`src/rtl/shifter_pkg.sv`:
```
// -----------------------------------------------------------------------------
// shifter_pkg
//   Shared definitions for the pipelined shifter:
//     - shift_op_e       : operation encodings (SLL/SRL/SRA/ROL/ROR)
//     - stage_payload_t  : per-stage payload carried between pipeline registers
//     - op_is_legal()    : reports whether an op code is implemented in this build
//
//   Optional feature macro: SHIFTER_ROTATE_EN (ROL/ROR legal when defined).
//
//   The payload struct is sized for the largest supported configuration
//   (WIDTH <= MAX_WIDTH, TAG_W <= MAX_TAG_W). Instances use the low bits and
//   keep the upper bits at zero.
// -----------------------------------------------------------------------------
package shifter_pkg;

    localparam int MAX_WIDTH   = 128;
    localparam int MAX_SHAMT_W = 7;
    localparam int MAX_TAG_W   = 16;

    typedef enum logic [2:0] {
        OP_SLL = 3'b000,
        OP_SRL = 3'b001,
        OP_SRA = 3'b010,
        OP_ROL = 3'b011,
        OP_ROR = 3'b100
    } shift_op_e;

    typedef struct packed {
        logic [MAX_WIDTH-1:0]   data;
        logic [MAX_SHAMT_W-1:0] shamt;    // full shift amount, each stage reads its own bit
        logic [2:0]             op;
        logic                   fill;     // sign of the original operand, captured at entry
        logic [MAX_TAG_W-1:0]   tag;
        logic                   illegal;
    } stage_payload_t;

    function automatic logic op_is_legal(input logic [2:0] op);
        logic ok;
        ok = 1'b0;
        case (op)
            OP_SLL, OP_SRL, OP_SRA: ok = 1'b1;
`ifdef SHIFTER_ROTATE_EN
            OP_ROL, OP_ROR:         ok = 1'b1;
`endif
            default:                ok = 1'b0;
        endcase
        return ok;
    endfunction

endpackage

```
`src/rtl/shift_stage.sv`:
```
// -----------------------------------------------------------------------------
// shift_stage
//   Combinational single-distance shifter stage. When en is set the payload
//   data is shifted by DIST in the direction implied by op; otherwise it passes
//   through. All other payload fields are forwarded unchanged.
//
//   Parameters: WIDTH (operand width), DIST (shift distance of this stage)
//   Ports:
//     pin  : incoming payload
//     en   : this stage's shift-amount bit
//     pout : outgoing payload
//
//   Optional feature macro: SHIFTER_ROTATE_EN (wrap-around bits for ROL/ROR).
// -----------------------------------------------------------------------------
module shift_stage
    import shifter_pkg::*;
#(
    parameter int WIDTH = 32,
    parameter int DIST  = 16
) (
    input  stage_payload_t pin,
    input  logic           en,
    output stage_payload_t pout
);

    logic [WIDTH-1:0] d;
    logic [WIDTH-1:0] l_src;   // candidate bit for a left move
    logic [WIDTH-1:0] r_src;   // candidate bit for a right move
    logic [WIDTH-1:0] res;
    logic             is_left;
    logic             fill_bit;

    assign d        = pin.data[WIDTH-1:0];
    // Only SRA fills with the sign; SRL and illegal ops fill with zero.
    assign fill_bit = (pin.op == OP_SRA) && pin.fill;

`ifdef SHIFTER_ROTATE_EN
    logic rot;
    assign is_left = (pin.op == OP_SLL) || (pin.op == OP_ROL);
    assign rot     = (pin.op == OP_ROL) || (pin.op == OP_ROR);
`else
    assign is_left = (pin.op == OP_SLL);
`endif

    for (genvar i = 0; i < WIDTH; i++) begin : g_bit
        if (i >= DIST) begin : g_l_in
            assign l_src[i] = d[i-DIST];
        end else begin : g_l_edge
`ifdef SHIFTER_ROTATE_EN
            assign l_src[i] = rot ? d[i+WIDTH-DIST] : 1'b0;
`else
            assign l_src[i] = 1'b0;
`endif
        end

        if (i + DIST < WIDTH) begin : g_r_in
            assign r_src[i] = d[i+DIST];
        end else begin : g_r_edge
`ifdef SHIFTER_ROTATE_EN
            assign r_src[i] = rot ? d[i+DIST-WIDTH] : fill_bit;
`else
            assign r_src[i] = fill_bit;
`endif
        end

        // mux2 pair: direction select, then shift/pass select
        assign res[i] = en ? (is_left ? l_src[i] : r_src[i]) : d[i];
    end

    always_comb begin
        pout                  = pin;
        pout.data[WIDTH-1:0]  = res;
    end

endmodule

```
`src/rtl/pipelined_shifter.sv`:
```
// -----------------------------------------------------------------------------
// pipelined_shifter
//   WIDTH-bit shifter split into log2(WIDTH) registered stages. Stage j shifts
//   by WIDTH>>(j+1) when shamt bit N-1-j is set. A sideband tag rides along.
//   Valid/ready on both sides with a single global stall: every stage register
//   loads only when the output slot is free or being consumed.
//
//   Parameters: WIDTH (8..128, power of two), TAG_W (1..MAX_TAG_W)
//   Ports:
//     clk, rst_n                      clock, async active-low reset
//     flush                           drop all in-flight operations
//     in_valid/in_ready               input handshake
//     in_data, in_shamt, in_op, in_tag operation
//     out_valid/out_ready             output handshake
//     out_data, out_tag, out_illegal  result (out_data=0 for illegal ops)
//
//   Optional feature macro: SHIFTER_ROTATE_EN (adds ROL/ROR).
// -----------------------------------------------------------------------------
module pipelined_shifter
    import shifter_pkg::*;
#(
    parameter int WIDTH = 32,
    parameter int TAG_W = 5
) (
    input  logic                     clk,
    input  logic                     rst_n,
    input  logic                     flush,
    input  logic                     in_valid,
    output logic                     in_ready,
    input  logic [WIDTH-1:0]         in_data,
    input  logic [$clog2(WIDTH)-1:0] in_shamt,
    input  logic [2:0]               in_op,
    input  logic [TAG_W-1:0]         in_tag,
    output logic                     out_valid,
    input  logic                     out_ready,
    output logic [WIDTH-1:0]         out_data,
    output logic [TAG_W-1:0]         out_tag,
    output logic                     out_illegal
);

    localparam int N = $clog2(WIDTH);

    logic           advance;
    logic           accept;
    logic [N:1]     vld_pipe;      // vld_pipe[j+1] qualifies stage_q[j]
    stage_payload_t entry;
    stage_payload_t stage_in [N];
    stage_payload_t stage_d  [N];
    stage_payload_t stage_q  [N];

    assign advance  = !vld_pipe[N] || out_ready;
    // An op offered alongside flush would otherwise slip in after the clear.
    assign in_ready = advance && !flush;
    assign accept   = in_valid && in_ready;

    // Illegal ops enter with zero data and a zero fill source path, so every
    // stage keeps them at zero and the result needs no output mux.
    always_comb begin
        entry                   = '0;
        entry.data[WIDTH-1:0]   = op_is_legal(in_op) ? in_data : '0;
        entry.shamt[N-1:0]      = in_shamt;
        entry.op                = in_op;
        entry.fill              = in_data[WIDTH-1];
        entry.tag[TAG_W-1:0]    = in_tag;
        entry.illegal           = !op_is_legal(in_op);
    end

    for (genvar j = 0; j < N; j++) begin : g_stage
        if (j == 0) begin : g_first
            assign stage_in[j] = entry;
        end else begin : g_next
            assign stage_in[j] = stage_q[j-1];
        end

        shift_stage #(
            .WIDTH (WIDTH),
            .DIST  (WIDTH >> (j + 1))
        ) u_stage (
            .pin  (stage_in[j]),
            .en   (stage_in[j].shamt[N-1-j]),
            .pout (stage_d[j])
        );
    end

    always_ff @(posedge clk or negedge rst_n) begin
        if (!rst_n) begin
            vld_pipe <= '0;
            for (int j = 0; j < N; j++) stage_q[j] <= '0;
        end else begin
            // flush wins over stall
            if (flush)        vld_pipe <= '0;
            else if (advance) vld_pipe <= {vld_pipe[N-1:1], accept};

            // bubbles load too; their data is never observed as valid
            if (advance) begin
                for (int j = 0; j < N; j++) stage_q[j] <= stage_d[j];
            end
        end
    end

    assign out_valid   = vld_pipe[N];
    assign out_data    = stage_q[N-1].data[WIDTH-1:0];
    assign out_tag     = stage_q[N-1].tag[TAG_W-1:0];
    assign out_illegal = stage_q[N-1].illegal;

    // Shamt/op/fill and the upper pad bits of the last stage have no consumer.
    logic unused_tail;
    assign unused_tail = ^stage_q[N-1];

endmodule
```
`config.mk`:
```
export PLATFORM = sky130hd
export DESIGN_NAME = pipelined_shifter
export DESIGN_NICKNAME = d
export VERILOG_FILES = /design/src/rtl/shifter_pkg.sv /design/src/rtl/shift_stage.sv /design/src/rtl/pipelined_shifter.sv
export SDC_FILE = /design/constraint.sdc
export NUM_CORES = 1
export LEC_CHECK = 0
export ABC_CLOCK_PERIOD_IN_PS = 4900
export CORE_AREA = 2 2 129 163
export DETAILED_ROUTE_END_ITERATION = 8
export DIE_AREA = 0 0 131 165
export PLACE_DENSITY = 0.81
export SLEW_MARGIN = 20
export SYNTH_ARGS = -nofsm -noshare
export SYNTH_HDL_FRONTEND = slang
export SYNTH_SLANG_ARGS = --single-unit
```
`constraint.sdc`:
```
create_clock -name clk -period 4.9 [get_ports clk]
set_clock_uncertainty 0.1 [all_clocks]
set_input_delay 0.735 -clock clk [delete_from_list [all_inputs] [get_ports clk]]
set_output_delay 0.735 -clock clk [all_outputs]
set_load 0.05 [all_outputs]
```
==> run_results.csv <==
group,metric,value,unit
routing,dr_wl_met3,939,µm
setup_path,required,4.07,ns
routing,drt_iter0_drc,701,
power,intPower,3.35,mW
clocking,cts_tree,"built",
die,core-area,20000,µm²
final_layout,syn2layout_area_growth,15.2,%
routing,dr.pass1.iters,5,
placement,io_buffers,89,
routing,route.met2.wl,11800,µm
die,die_h,165,µm
clocking,cts_buffer_depth,3,
placement,pre_cts_slack,1.64,ns
synthesis,synth-edff-count,0,
clocking,root_buffer,"clkbuf_16",
synthesis,ys_warn_count,0,
setup_path,crit_chain,"clkdlybuf4s50_1 > nor2b_4 > nor2_1 > clkdlybuf4s50_1",
routing,wl_per_cell,15.9,µm
die,die_w,131,µm
power,irDropWorstVdd,0.000255,V
synthesis,yosysUniqueCellTypes,32,
sta,relSlewSlack,21.3,%
synthesis,synth_fp_nets,1220,
power,p_seq_share,47.1,%
final_layout,fill_cells,1629,
routing,met1_length,10500,µm
power,p_clk_share,35.5,%
sta,timing.hold.ws,0.195,ns
setup_path,cp_data_arrival_time,2.23,ns
global_routing,grt_pass1_vias,7879,
synthesis,syn_area,10900,µm²
routing,routed_via_density,5.74,
sta,finalCriticalPeriod,3.06,ns
routing,route.vias.total,8507,
synthesis,synth.area.mux_share,10.4,%
synthesis,synth_top_family_by_area,"simple AND/OR/NAND/NOR gates",
placement,place_hpwl,15300,µm
power,p_total,4.70,mW
sta,tns,0,ns
sta,fin_crit_sh,62.5,%
final_layout,fin_nets,1247,
sta,hold_viol_final,0,
sta,timing.final.ws_setup,1.84,ns
sta,fmaxAchievable,326,MHz
final_layout,n_antenna_cell,0,
routing,totalWireLength,23600,µm
synthesis,synth.avg_cell_area,9.31,µm²
synthesis,synth_seq_cells,221,
setup_path,critPathLaunchType,"primary input",
synthesis,yosys.area_share.adder,0,%
setup_path,r2r-start,"vld_pipe[5]$_DFFE_PN0P_",
clocking,clock-sinks,221,
global_routing,grt_pass1_wl,39500,µm
status,outcome,"finished, final reports clean",
clocking,path_clk_slew,0.05,ns
setup_path,cp_top_family,"buffers and inverters",
placement,gp_congestion,0.811,
synthesis,yosys.area_share.simple,19.0,%
synthesis,seq_area_frac_synth,50.8,%
setup_path,crit_type,"in2out",
setup_path,worst-r2r-cell-count,3,
final_layout,drive_gt1_share,6.27,%
power,pwr-share-comb,17.3,%
setup_path,slowest_stage,"clkdlybuf4s50_1",
power,swShare,28.8,%
sta,setup_violations,0,
job,drv_cap,0,
routing,highest_layer,"met4",
sta,worst_pin_slew,1.18,ns
synthesis,synth-compound-area-share,15.3,%
clocking,post_cts_resized,0,
routing,drc,0,
setup_path,crit_fanout,2,
setup_path,cp_num_buf_inv,2,
final_layout,mostFrequentLayoutCell,"nand2_1",
power,p_sw,1.36,mW
die,die-area,21600,µm²
clocking,clock_latency,0.50,ns
setup_path,endpoint_kind,"output pin",
setup_path,r2r_end,"out_data[12]$_DFFE_PN0N_",
power,p_leak,5.62,nW
global_routing,grt_max_degree,249,
setup_path,cp_common_cell,"clkdlybuf4s50_1",
global_routing,grt_remaining_overflow,0,
synthesis,async_flop_share,100,%
sta,rsz0062_at_grt,"no",
clocking,htreeDepth,1,
die,start_util,54.6,%
clocking,cts_buffers,22,
power,power.density,375,nW/µm²
die,rows,58,
clocking,postCtsSetupBuffers,0,
synthesis,synth_xor_area_share,0,%
die,ioPinCount,90,
synthesis,syn_inst,1170,
synthesis,synthFlopType,"dfrtp_1",
global_routing,grtUsageTotal,22.1,%
setup_path,slowest_delay,0.81,ns
global_routing,antenna_found_initial,0,
placement,place_area,11800,µm²
routing,ant_nets,0,
final_layout,final_cell_mix,"nand2_1 (239), dfrtp_1 (221), a211oi_1 (114), mux2i_1 (110), nor2_1 (105)",
min_path,hp-class,"in2async",
clocking,postCtsHoldBufs,0,
sta,drv_slew,0,
setup_path,r2r_setup_slack,2.54,ns
final_layout,stdcell_area,12600,µm²
synthesized netlist by cell type, types with 12 or more instances:
cell type	number	area [µm²]
a211oi_1	114	856
a21oi_1	47	235
a2bb2oi_1	16	140
a31oi_1	16	100
buf_2	36	180
clkbuf_1	54	203
dfrtp_1	221	5530
mux2i_1	110	1100
nand2_1	239	897
nor2_1	105	394
nor2b_1	18	113
nor3_1	100	500
o21ai_0	20	100
o31ai_1	16	120
or2_2	12	75.1
cell families (layout without fill, tap and decap cells):
family | count (synthesis) | in the layout
compound gates | 246 | 246
buf+inv | 104 | 146
flops | 221 | 221
mux | 113 | 113
simple gates | 486 | 486
power by group through the flow:
stage	combinational (mW)	clock, mW	sequential [mW]
after floorplan	0.382	0	2.37
after global placement	0.798	0	2.24
after detailed placement	0.816	0	2.25
after CTS	0.820	1.70	2.22
after global routing	0.886	1.77	2.24
final	0.814	1.67	2.22
worst max path at each step:
| stage | cells past startpoint | startpoint | slack [ns] | to |
|---|---|---|---|---|
| 2_1_floorplan | 5 | out_ready | 2.13 | in_ready |
| 3_3_place_gp | 4 | out_ready | 1.72 | out_data[7]$_DFFE_PN0N_ |
| 3_5_place_dp | 4 | out_ready | 1.64 | out_data[12]$_DFFE_PN0N_ |
| 4_1_cts | 4 | out_ready | 1.83 | in_ready |
| 5_1_grt | 4 | out_ready | 1.79 | in_ready |
| 6_report | 4 | out_ready | 1.84 | in_ready |
through the flow:
step	instances	utilization, %
final	1482	62.9
after global routing	1482	62.9
after CTS	1482	62.9
after detailed placement	1443	59.3
after global placement	1443	59.3
after floorplan	1170	-
sequential cells by signal (all words and copies together), names as in the netlist:
signal / count
out_tag: 5
stage_in: 178
vld_pipe: 5
out_illegal: 1
out_data: 32
area by class of cell:
class	count	area, µm²	area share [%]
sequential	221	5530	44.1
multi-input combinational	845	4900	39.0
timing repair buffer	105	1050	8.38
clock buffer	28	614	4.89
tap	270	338	2.69
clock inverter	11	110	0.877
inverter	2	7.51	0.0598
layer usage:
metal  track usage (%)  up-vias
li1                  -     4176
met1              31.1     4096
met2              36.8      206
met3              2.14       29
met4              5.66        0
met5                 0        -
No activity file was read; power rests on OpenSTA's default activity.
